## src/rtl/button_led_host_peer.sv

```systemverilog
// Host-side peer for the button/LED UART protocol: sends 24-bit button frames and receives 8-bit LED bytes.
// Optional macro BUTTON_HOST_SEND_ON_CHANGE_EN: also request a frame whenever buttons_in changes.
module button_led_host_peer #(
  parameter int unsigned CLKS_PER_BIT  = 868,
  parameter logic [31:0] CLKS_PER_SYNC = 32'd1666666
) (
  input  logic        CLK,
  input  logic        RST,
  input  logic [23:0] buttons_in,
  input  logic        send,
  input  logic        uart_rx,
  output logic        uart_tx,
  output logic [7:0]  leds_out,
  output logic        leds_valid,
  output logic        tx_busy,
  output logic        frame_error
);

  localparam int unsigned CNT_W = $clog2(CLKS_PER_BIT);
  localparam logic [CNT_W-1:0] BIT_LAST  = CNT_W'(CLKS_PER_BIT - 1);
  localparam logic [CNT_W-1:0] HALF_LAST = CNT_W'(CLKS_PER_BIT / 2 - 1);

  typedef enum logic [2:0] {TX_IDLE, TX_START, TX_DATA, TX_STOP, TX_DONE} tx_state_e;
  typedef enum logic [2:0] {RX_IDLE, RX_START, RX_DATA, RX_STOP, RX_WAIT_HIGH} rx_state_e;

  tx_state_e        tx_state_q, tx_state_d;
  logic [CNT_W-1:0] tx_cnt_q, tx_cnt_d;
  logic [2:0]       tx_bit_q, tx_bit_d;
  logic [1:0]       tx_byte_q, tx_byte_d;
  logic [23:0]      tx_shift_q, tx_shift_d;
  logic             uart_tx_d, tx_busy_d, pending_q, pending_d;
  logic [31:0]      sync_cnt_q, sync_cnt_d;
  logic             sync_hit_c, change_c, req_c, start_c;

  rx_state_e        rx_state_q, rx_state_d;
  logic [CNT_W-1:0] rx_cnt_q, rx_cnt_d;
  logic [2:0]       rx_bit_q, rx_bit_d;
  logic [7:0]       rx_shift_q, rx_shift_d;
  logic             rx_s1_q, rx_s2_q, rx_s3_q, rx_fall_c;
  logic [7:0]       leds_d;
  logic             leds_valid_d, frame_error_d;

`ifdef BUTTON_HOST_SEND_ON_CHANGE_EN
  logic [23:0] btn_prev_q;
  // Tracks buttons_in unconditionally so a reset never manufactures a change event
  always_ff @(posedge CLK) btn_prev_q <= buttons_in;
  assign change_c = (buttons_in != btn_prev_q);
`else
  assign change_c = 1'b0;
`endif

  assign sync_hit_c = (CLKS_PER_SYNC != 32'd0) && (sync_cnt_q == CLKS_PER_SYNC - 32'd1);
  assign req_c      = send | sync_hit_c | change_c;
  assign sync_cnt_d = (CLKS_PER_SYNC == 32'd0 || start_c || sync_hit_c) ? 32'd0
                                                                        : sync_cnt_q + 32'd1;

  // TX frame sequencer; the byte in flight always sits in tx_shift_q[7:0]
  always_comb begin
    tx_state_d = tx_state_q;
    tx_cnt_d   = tx_cnt_q;
    tx_bit_d   = tx_bit_q;
    tx_byte_d  = tx_byte_q;
    tx_shift_d = tx_shift_q;
    uart_tx_d  = uart_tx;
    tx_busy_d  = tx_busy;
    pending_d  = pending_q;
    start_c    = 1'b0;
    case (tx_state_q)
      TX_IDLE: begin
        if (req_c || pending_q) begin
          start_c    = 1'b1;
          tx_state_d = TX_START;
          tx_cnt_d   = '0;
          tx_bit_d   = 3'd0;
          tx_byte_d  = 2'd0;
          tx_shift_d = buttons_in;
          uart_tx_d  = 1'b0;
          tx_busy_d  = 1'b1;
          pending_d  = 1'b0;
        end
      end
      TX_START: begin
        if (tx_cnt_q == BIT_LAST) begin
          tx_cnt_d   = '0;
          tx_state_d = TX_DATA;
          uart_tx_d  = tx_shift_q[0];
        end else begin
          tx_cnt_d = tx_cnt_q + CNT_W'(1);
        end
      end
      TX_DATA: begin
        if (tx_cnt_q == BIT_LAST) begin
          tx_cnt_d   = '0;
          tx_shift_d = tx_shift_q >> 1;
          if (tx_bit_q == 3'd7) begin
            tx_state_d = TX_STOP;
            uart_tx_d  = 1'b1;
          end else begin
            tx_bit_d  = tx_bit_q + 3'd1;
            uart_tx_d = tx_shift_q[1];
          end
        end else begin
          tx_cnt_d = tx_cnt_q + CNT_W'(1);
        end
      end
      TX_STOP: begin
        if (tx_cnt_q == BIT_LAST) begin
          tx_cnt_d = '0;
          if (tx_byte_q == 2'd2) begin
            tx_state_d = TX_DONE;
            tx_busy_d  = 1'b0;
            uart_tx_d  = 1'b1;
          end else begin
            tx_state_d = TX_START;
            tx_byte_d  = tx_byte_q + 2'd1;
            tx_bit_d   = 3'd0;
            uart_tx_d  = 1'b0;
          end
        end else begin
          tx_cnt_d = tx_cnt_q + CNT_W'(1);
        end
      end
      TX_DONE: tx_state_d = TX_IDLE;
      default: tx_state_d = TX_IDLE;
    endcase
    if (req_c && tx_state_q != TX_IDLE) pending_d = 1'b1;
  end

  assign rx_fall_c = rx_s3_q & ~rx_s2_q;

  // RX byte receiver, sampling the synchronized line at bit centres
  always_comb begin
    rx_state_d    = rx_state_q;
    rx_cnt_d      = rx_cnt_q;
    rx_bit_d      = rx_bit_q;
    rx_shift_d    = rx_shift_q;
    leds_d        = leds_out;
    leds_valid_d  = 1'b0;
    frame_error_d = 1'b0;
    case (rx_state_q)
      RX_IDLE: begin
        if (rx_fall_c) begin
          rx_state_d = RX_START;
          rx_cnt_d   = '0;
        end
      end
      RX_START: begin
        if (rx_cnt_q == HALF_LAST) begin
          rx_cnt_d   = '0;
          rx_bit_d   = 3'd0;
          rx_state_d = rx_s2_q ? RX_IDLE : RX_DATA;
        end else begin
          rx_cnt_d = rx_cnt_q + CNT_W'(1);
        end
      end
      RX_DATA: begin
        if (rx_cnt_q == BIT_LAST) begin
          rx_cnt_d   = '0;
          rx_shift_d = {rx_s2_q, rx_shift_q[7:1]};
          if (rx_bit_q == 3'd7) rx_state_d = RX_STOP;
          else                  rx_bit_d   = rx_bit_q + 3'd1;
        end else begin
          rx_cnt_d = rx_cnt_q + CNT_W'(1);
        end
      end
      RX_STOP: begin
        if (rx_cnt_q == BIT_LAST) begin
          rx_cnt_d = '0;
          if (rx_s2_q) begin
            leds_d       = rx_shift_q;
            leds_valid_d = 1'b1;
            rx_state_d   = RX_IDLE;
          end else begin
            frame_error_d = 1'b1;
            rx_state_d    = RX_WAIT_HIGH;
          end
        end else begin
          rx_cnt_d = rx_cnt_q + CNT_W'(1);
        end
      end
      RX_WAIT_HIGH: if (rx_s2_q) rx_state_d = RX_IDLE;
      default:      rx_state_d = RX_IDLE;
    endcase
  end

  always_ff @(posedge CLK) begin
    if (RST) begin
      tx_state_q  <= TX_IDLE;
      tx_cnt_q    <= '0;
      tx_bit_q    <= 3'd0;
      tx_byte_q   <= 2'd0;
      tx_shift_q  <= 24'd0;
      uart_tx     <= 1'b1;
      tx_busy     <= 1'b0;
      pending_q   <= 1'b0;
      sync_cnt_q  <= 32'd0;
      rx_s1_q     <= 1'b1;
      rx_s2_q     <= 1'b1;
      rx_s3_q     <= 1'b1;
      rx_state_q  <= RX_IDLE;
      rx_cnt_q    <= '0;
      rx_bit_q    <= 3'd0;
      rx_shift_q  <= 8'd0;
      leds_out    <= 8'd0;
      leds_valid  <= 1'b0;
      frame_error <= 1'b0;
    end else begin
      tx_state_q  <= tx_state_d;
      tx_cnt_q    <= tx_cnt_d;
      tx_bit_q    <= tx_bit_d;
      tx_byte_q   <= tx_byte_d;
      tx_shift_q  <= tx_shift_d;
      uart_tx     <= uart_tx_d;
      tx_busy     <= tx_busy_d;
      pending_q   <= pending_d;
      sync_cnt_q  <= sync_cnt_d;
      rx_s1_q     <= uart_rx;
      rx_s2_q     <= rx_s1_q;
      rx_s3_q     <= rx_s2_q;
      rx_state_q  <= rx_state_d;
      rx_cnt_q    <= rx_cnt_d;
      rx_bit_q    <= rx_bit_d;
      rx_shift_q  <= rx_shift_d;
      leds_out    <= leds_d;
      leds_valid  <= leds_valid_d;
      frame_error <= frame_error_d;
    end
  end

endmodule

```

## config.mk

```make
export PLATFORM = sky130hd
export DESIGN_NAME = button_led_host_peer
export DESIGN_NICKNAME = d
export VERILOG_FILES = /design/src/rtl/button_led_host_peer.sv
export SDC_FILE = /design/constraint.sdc
export NUM_CORES = 1
export LEC_CHECK = 0
export CELL_PAD_IN_SITES_DETAIL_PLACEMENT = 0
export CELL_PAD_IN_SITES_GLOBAL_PLACEMENT = 1
export CORE_MARGIN = 8
export CORE_UTILIZATION = 45
export CTS_BUF_LIST = sky130_fd_sc_hd__clkbuf_16
export DETAILED_ROUTE_END_ITERATION = 8
export GPL_ROUTABILITY_DRIVEN = 0
export PLACE_DENSITY_LB_ADDON = 0.1
export SLEW_MARGIN = 0
export SYNTH_ARGS = -nofsm -noshare
export SYNTH_HDL_FRONTEND = slang
export SYNTH_SLANG_ARGS = --single-unit
```

## constraint.sdc

```tcl
create_clock -name CLK -period 2.2 [get_ports CLK]
set_input_delay 0.33 -clock CLK [delete_from_list [all_inputs] [get_ports CLK]]
set_output_delay 0.33 -clock CLK [all_outputs]
set_load 0.02 [all_outputs]
```

# Word-level counts from Yosys, hierarchy flattened

Cells that the tools add are included.

Bits in registers: 114
Output and inout bits: 12
Logic and storage cells: 148

Reduce and logical (&&, ||, !) cells: 32
Multiplexer cells: 57
Bitwise logic cells: 5
Add/sub/neg operators: 6
Eq/ne operators: 29

Operators by type and width:

| operator                                              | number |
|---|---|
| two-way mux 3 bit                                     | 21 |
| two-way mux 10 bit                                    | 5 |
| two-way mux 24 bit                                    | 2 |
| case mux 24 bit (2 select lines)                      | 1 |
| adder 32 x 1 -> 32 bit, second input constant         | 1 |
| equality test 32 x 21 -> 1 bit, second input constant | 1 |
| != test 2 bit, second input constant                  | 15 |
| case mux 10 bit (3 select lines)                      | 1 |
| adder 10 x 1 -> 10 bit, second input constant         | 2 |
| equality test 10 bit, second input constant           | 2 |
| case mux 10 bit (2 select lines)                      | 1 |
| two-way mux 1 bit                                     | 15 |
| case mux 3 bit (5 select lines)                       | 1 |
| equality test 3 x 2 -> 1 bit, second input constant   | 4 |
| case mux 3 bit (4 select lines)                       | 1 |
| AND reduction 4 bit                                   | 3 |
| AND reduction 6 bit                                   | 2 |
| nonzero test 2 bit                                    | 6 |
| equality test 10 x 9 -> 1 bit, second input constant  | 1 |
| AND reduction 5 bit                                   | 2 |
| equality test 3 bit, second input constant            | 3 |
| case mux 3 bit (3 select lines)                       | 1 |
| nonzero test 3 bit                                    | 3 |
| two-way mux 2 bit                                     | 4 |
| other kinds (19)                                      | 31 |

# Logic depth before layout (Yosys ltp)

Word-level depth: 7
Depth in mapped cells: 9

# Worst setup path before layout

OpenSTA, ideal clock, no wires.

Path kind: register to register
Start point: register tx_cnt_q[0]
End point: register tx_shift_q[10]
Slack: 0.236 ns
Period minus slack after synthesis: 1.964 ns
Setup time: 0.116 ns
Data arrival time: 1.849 ns
Stages on the path, launching flop included: 9
Cell sequence: dfxtp_1 > ha_1 > and4bb_1 > and3_1 > clkbuf_1 > a21oi_2 > clkbuf_1 > a211oi_1 > a31o_1

Longest elaborated chain between the ends: 3

Ends and longest elaborated chain:

| item                                 | line | RTL |
|---|---|---|
| from (decl)                          | 27   | `logic [CNT_W-1:0] tx_cnt_q, tx_cnt_d;` |
| from (signal assigned)               | 209  | `tx_cnt_q <= tx_cnt_d;` |
| equality test 10 bit                 | 92   | `if (tx_cnt_q == BIT_LAST) begin` |
| != test 2 bit (no source line)       | --   |  |
| AND reduction 3 bit (no source line) | --   |  |
| to (signal assigned)                 | 212  | `tx_shift_q <= tx_shift_d;` |
| to (decl)                            | 30   | `logic [23:0] tx_shift_q, tx_shift_d;` |

No other way between the ends.
A chain may end at the register's enable or synchronous reset.

# Final worst setup path

Start point: register sync_cnt_q[0]
End point: register tx_shift_q[2]

Longest elaborated chain between the ends: 5

Ends and longest elaborated chain:

| item                                 | line | RTL |
|---|---|---|
| from (decl)                          | 32   | `logic [31:0] sync_cnt_q, sync_cnt_d;` |
| from (signal assigned)               | 216  | `sync_cnt_q <= sync_cnt_d;` |
| equality test 32 x 21 -> 1 bit       | 52   | `assign sync_hit_c = (CLKS_PER_SYNC != 32'd0) && (sync_cnt_q == CLKS_PER_SYNC - 32'd1);` |
| OR 1 bit                             | 53   | `assign req_c = send \| sync_hit_c \| change_c;` |
| logical OR 1 bit                     | 70   | `if (req_c \|\| pending_q) begin` |
| != test 2 bit (no source line)       | --   |  |
| AND reduction 3 bit (no source line) | --   |  |

No other way between the ends.

==> impl_metrics.ini <==
[hold_path]
hold_start = RST
holdCritPathClass = in2reg
min_to = leds_valid
worstHoldPathCells = 3

[yosys]
syn_nets = 644
yosys-top-cells-area = dfxtp_1 (42%), mux2i_1 (6.6%), nor2_1 (4.7%), a211oi_1 (3.6%), a31o_1 (3.5%)
yosysSeqAreaShare = 0.419
yosysTopAreaCell = dfxtp_1
postSynth.asyncResetShare = 0
yosysTopAreaCellShare = 0.419
synth_seq_cells = 114
synth_area_per_cell_um2 = 8.98
syn_inst = 606
synth_area_mm2 = 0.00544
synth_enable_flop_cells = 0
synth.distinct_cells = 62
ys.flop_type = dfxtp_1
yosysWarningCount = 0

[worst_setup_path]
slowest_stage = dfxtp_1
reg2reg_slack_ns = 0.15
critPathRequiredTime_ns = 2.51
start_kind = register
r2r_end = tx_shift_q[2]
crit_path_end_kind = register
cp_slowest_stage_delay_ns = 0.41
crit_type = reg2reg
ff2ff_path_depth = 8
path_cells = ha_1 -> nor4bb_2 -> buf_4 -> and4_1 -> nand3_4 -> and2_1 -> buf_12 -> a31o_2
reg2reg_from = sync_cnt_q[0]
crit_fanout = 23
cp.arrival_ns = 2.35

[floorplanning]
initial_utilization = 0.457
dieArea_mm2 = 0.0159
core_area_mm2 = 0.0119
die_x_um = 126
die_y_um = 126
boundaryPins = 40
row_count = 40

[timing]
rsz0062_at_grt = true
tightest_slew_ns = 0.548
max_freq_mhz = 489
fin_crit_ns = 2.05
maxSlewHeadroom = 0.631
min_period_over_period = 0.930
hold_viol = 0
setup-tns-final_ns = 0
drv_slew = 0
finalSetupViolCount = 0
skew_ns = 0.00823

[route]
drt_iter0_markers = 303
vias = 4481
drt-met1-wl_mm = 5.92
vias_per_cell = 5.52
top_layer_used = met4
wl_met2_mm = 5.51
drc = 0
ant_nets = 0
dr.pass1.iters = 4
wl_per_cell_um = 14.7
wl_met3_um = 369
drt-total-wl_mm = 12.0

[global_routing]
grt_pass1_wl_mm = 20.4
antenna_found_initial = 0
grt_max_degree = 70
grt_pass1_vias = 4387
grt-ovfl-total = 0
grt_usage = 0.155

[cts]
cts_buffer_depth = 2
hold_buffers = 0
cts_setup_buffers = 0
ctsResizeCount = 0
numCtsBuffers = 17
cts_sinks = 114
htreeDepth = 4
clkLatencyLatePin_ns = 0.42
cts_tree = done
root_buffer = clkbuf_16
clk_pin_slew_worst_paths_ns = 0.05

[placed_design]
port_buffers = 39
dp_cells = 782
dp_hpwl_mm = 7.97

[power]
power_density_mw_per_mm2 = 806
irDropWorstVdd_v = 0.000542
clkPwrFrac = 0.536
internal-power_uw = 4260
combPwrFrac = 0.066
switching_share = 0.214
p_sw_uw = 1160
seq_power_share = 0.398
p_leak_uw = 0.00255

[layout]
num_antenna_cells = 0
syn_to_final_growth_pct = 23.6
final_cells = 812
layout.nets = 692
drive_above_1_share = 0.113

[run]
drv_cap = 0

[status]
status = completed
[worst max-delay path by stage]
| stage | from | to | slack [ns] | cells after the start |
|---|---|---|---|---|
| after floorplan | tx_cnt_q[0] | tx_shift_q[10] | 0.24 | 8 |
| after global placement | sync_cnt_q[0] | tx_shift_q[2] | 0.12 | 8 |
| after detailed placement | sync_cnt_q[0] | tx_shift_q[2] | 0.1 | 8 |
| after CTS | sync_cnt_q[0] | tx_shift_q[2] | 0.09 | 8 |
| after global routing | sync_cnt_q[1] | tx_cnt_q[8] | -0.004 | 9 |
| final | sync_cnt_q[0] | tx_shift_q[2] | 0.15 | 8 |
[kinds of logic (layout without fill, tap and decap cells)]
group / count (synthesis) / after routing / synth area share
fa+ha+maj: 10 / 10 / 0.0230
compound gates: 115 / 115 / 0.154
flops: 114 / 114 / 0.419
buf+inv: 52 / 111 / 0.0416
mux: 37 / 37 / 0.0683
xor+xnor: 35 / 35 / 0.0563
simple gates: 243 / 243 / 0.238
[synth_stat cells (8+ instances only)]
| library cell | n |
|---|---|
| dfxtp_1 | 114 |
| clkbuf_1 | 29 |
| nand4_1 | 16 |
| a211oi_1 | 26 |
| inv_1 | 13 |
| ha_1 | 10 |
| o21ai_0 | 8 |
| nor3_1 | 18 |
| nand2_1 | 45 |
| nand2b_1 | 10 |
| a21oi_1 | 23 |
| and4_1 | 9 |
| nand3_1 | 23 |
| xor2_1 | 14 |
| xnor2_1 | 21 |
| a31o_1 | 22 |
| nor2_1 | 68 |
| mux2i_1 | 36 |
[metrics by stage]
stage	power (uW)	hold slack [ns]	worst slack, ns	instance area, um2	utilization
6_report	5420	0.382	0.155	6730	0.565
5_1_grt	5620	0.398	-0.00397	6730	0.565
4_1_cts	5480	0.384	0.0854	6710	0.564
3_5_place_dp	2560	0.396	0.0954	6090	0.512
3_3_place_gp	2550	0.404	0.123	6090	0.512
2_1_floorplan	2420	0.389	0.236	5440	-
[state kept, by name, summed over array words and instances (netlist names), 8 cells and up]
| name | cells |
|---|---|
| tx_cnt_q | 10 |
| sync_cnt_q | 32 |
| tx_shift_q | 24 |
| leds_out | 8 |
| rx_cnt_q | 10 |
| rx_shift_q | 8 |
[power groups by stage]
stage	Sequential (uW)	Clock, uW	Combinational, uW
after floorplan	2190	0	224
after global placement	2200	0	354
after detailed placement	2200	0	358
after CTS	2160	2960	359
after global routing	2160	3060	397
final	2160	2910	358
[placed cells by master (no fill, tap or decap), types with 6 or more instances in the layout]
master	count
a31o_1	22
ha_1	10
nor3_1	18
a21oi_1	21
xor2_1	14
nand4_1	16
a311oi_1	6
mux2i_1	36
xnor2_1	21
o21ai_0	8
nor4_1	7
a211oi_1	26
buf_4	26
and3_1	7
clkbuf_16	17
nor2_1	68
nand2_1	45
nand2b_1	10
and4_1	9
clkdlybuf4s50_1	38
inv_1	13
or3_1	7
dfxtp_1	114
nand3_1	23
[cell type report]
| cell class | count | area (um2) |
|---|---|---|
| sequential | 114 | 2280 |
| clock buffer | 17 | 425 |
| multi-input combinational | 440 | 2950 |
| inverter | 13 | 48.8 |
| clock inverter | 13 | 193 |
| fill | 1082 | 5180 |
| timing repair buffer | 68 | 641 |
| tap | 147 | 184 |
[routing by layer]
metal,vias up,track usage
li1,2307,-
met1,2116,0.192
met2,43,0.247
met3,15,0.0473
met4,0,0.0644
met5,-,0
[critical path, delay by kind of cell (launching register included)]
family / cells / cell delay (ns)
adder cells (fa/ha/maj): 1 / 0.16
buffers and inverters: 2 / 0.32
AND/OR/NAND/NOR: 4 / 0.78
AO/OA/AOI/OAI: 1 / 0.24
flip-flops: 1 / 0.41
No activity file was read; power rests on OpenSTA's default activity.
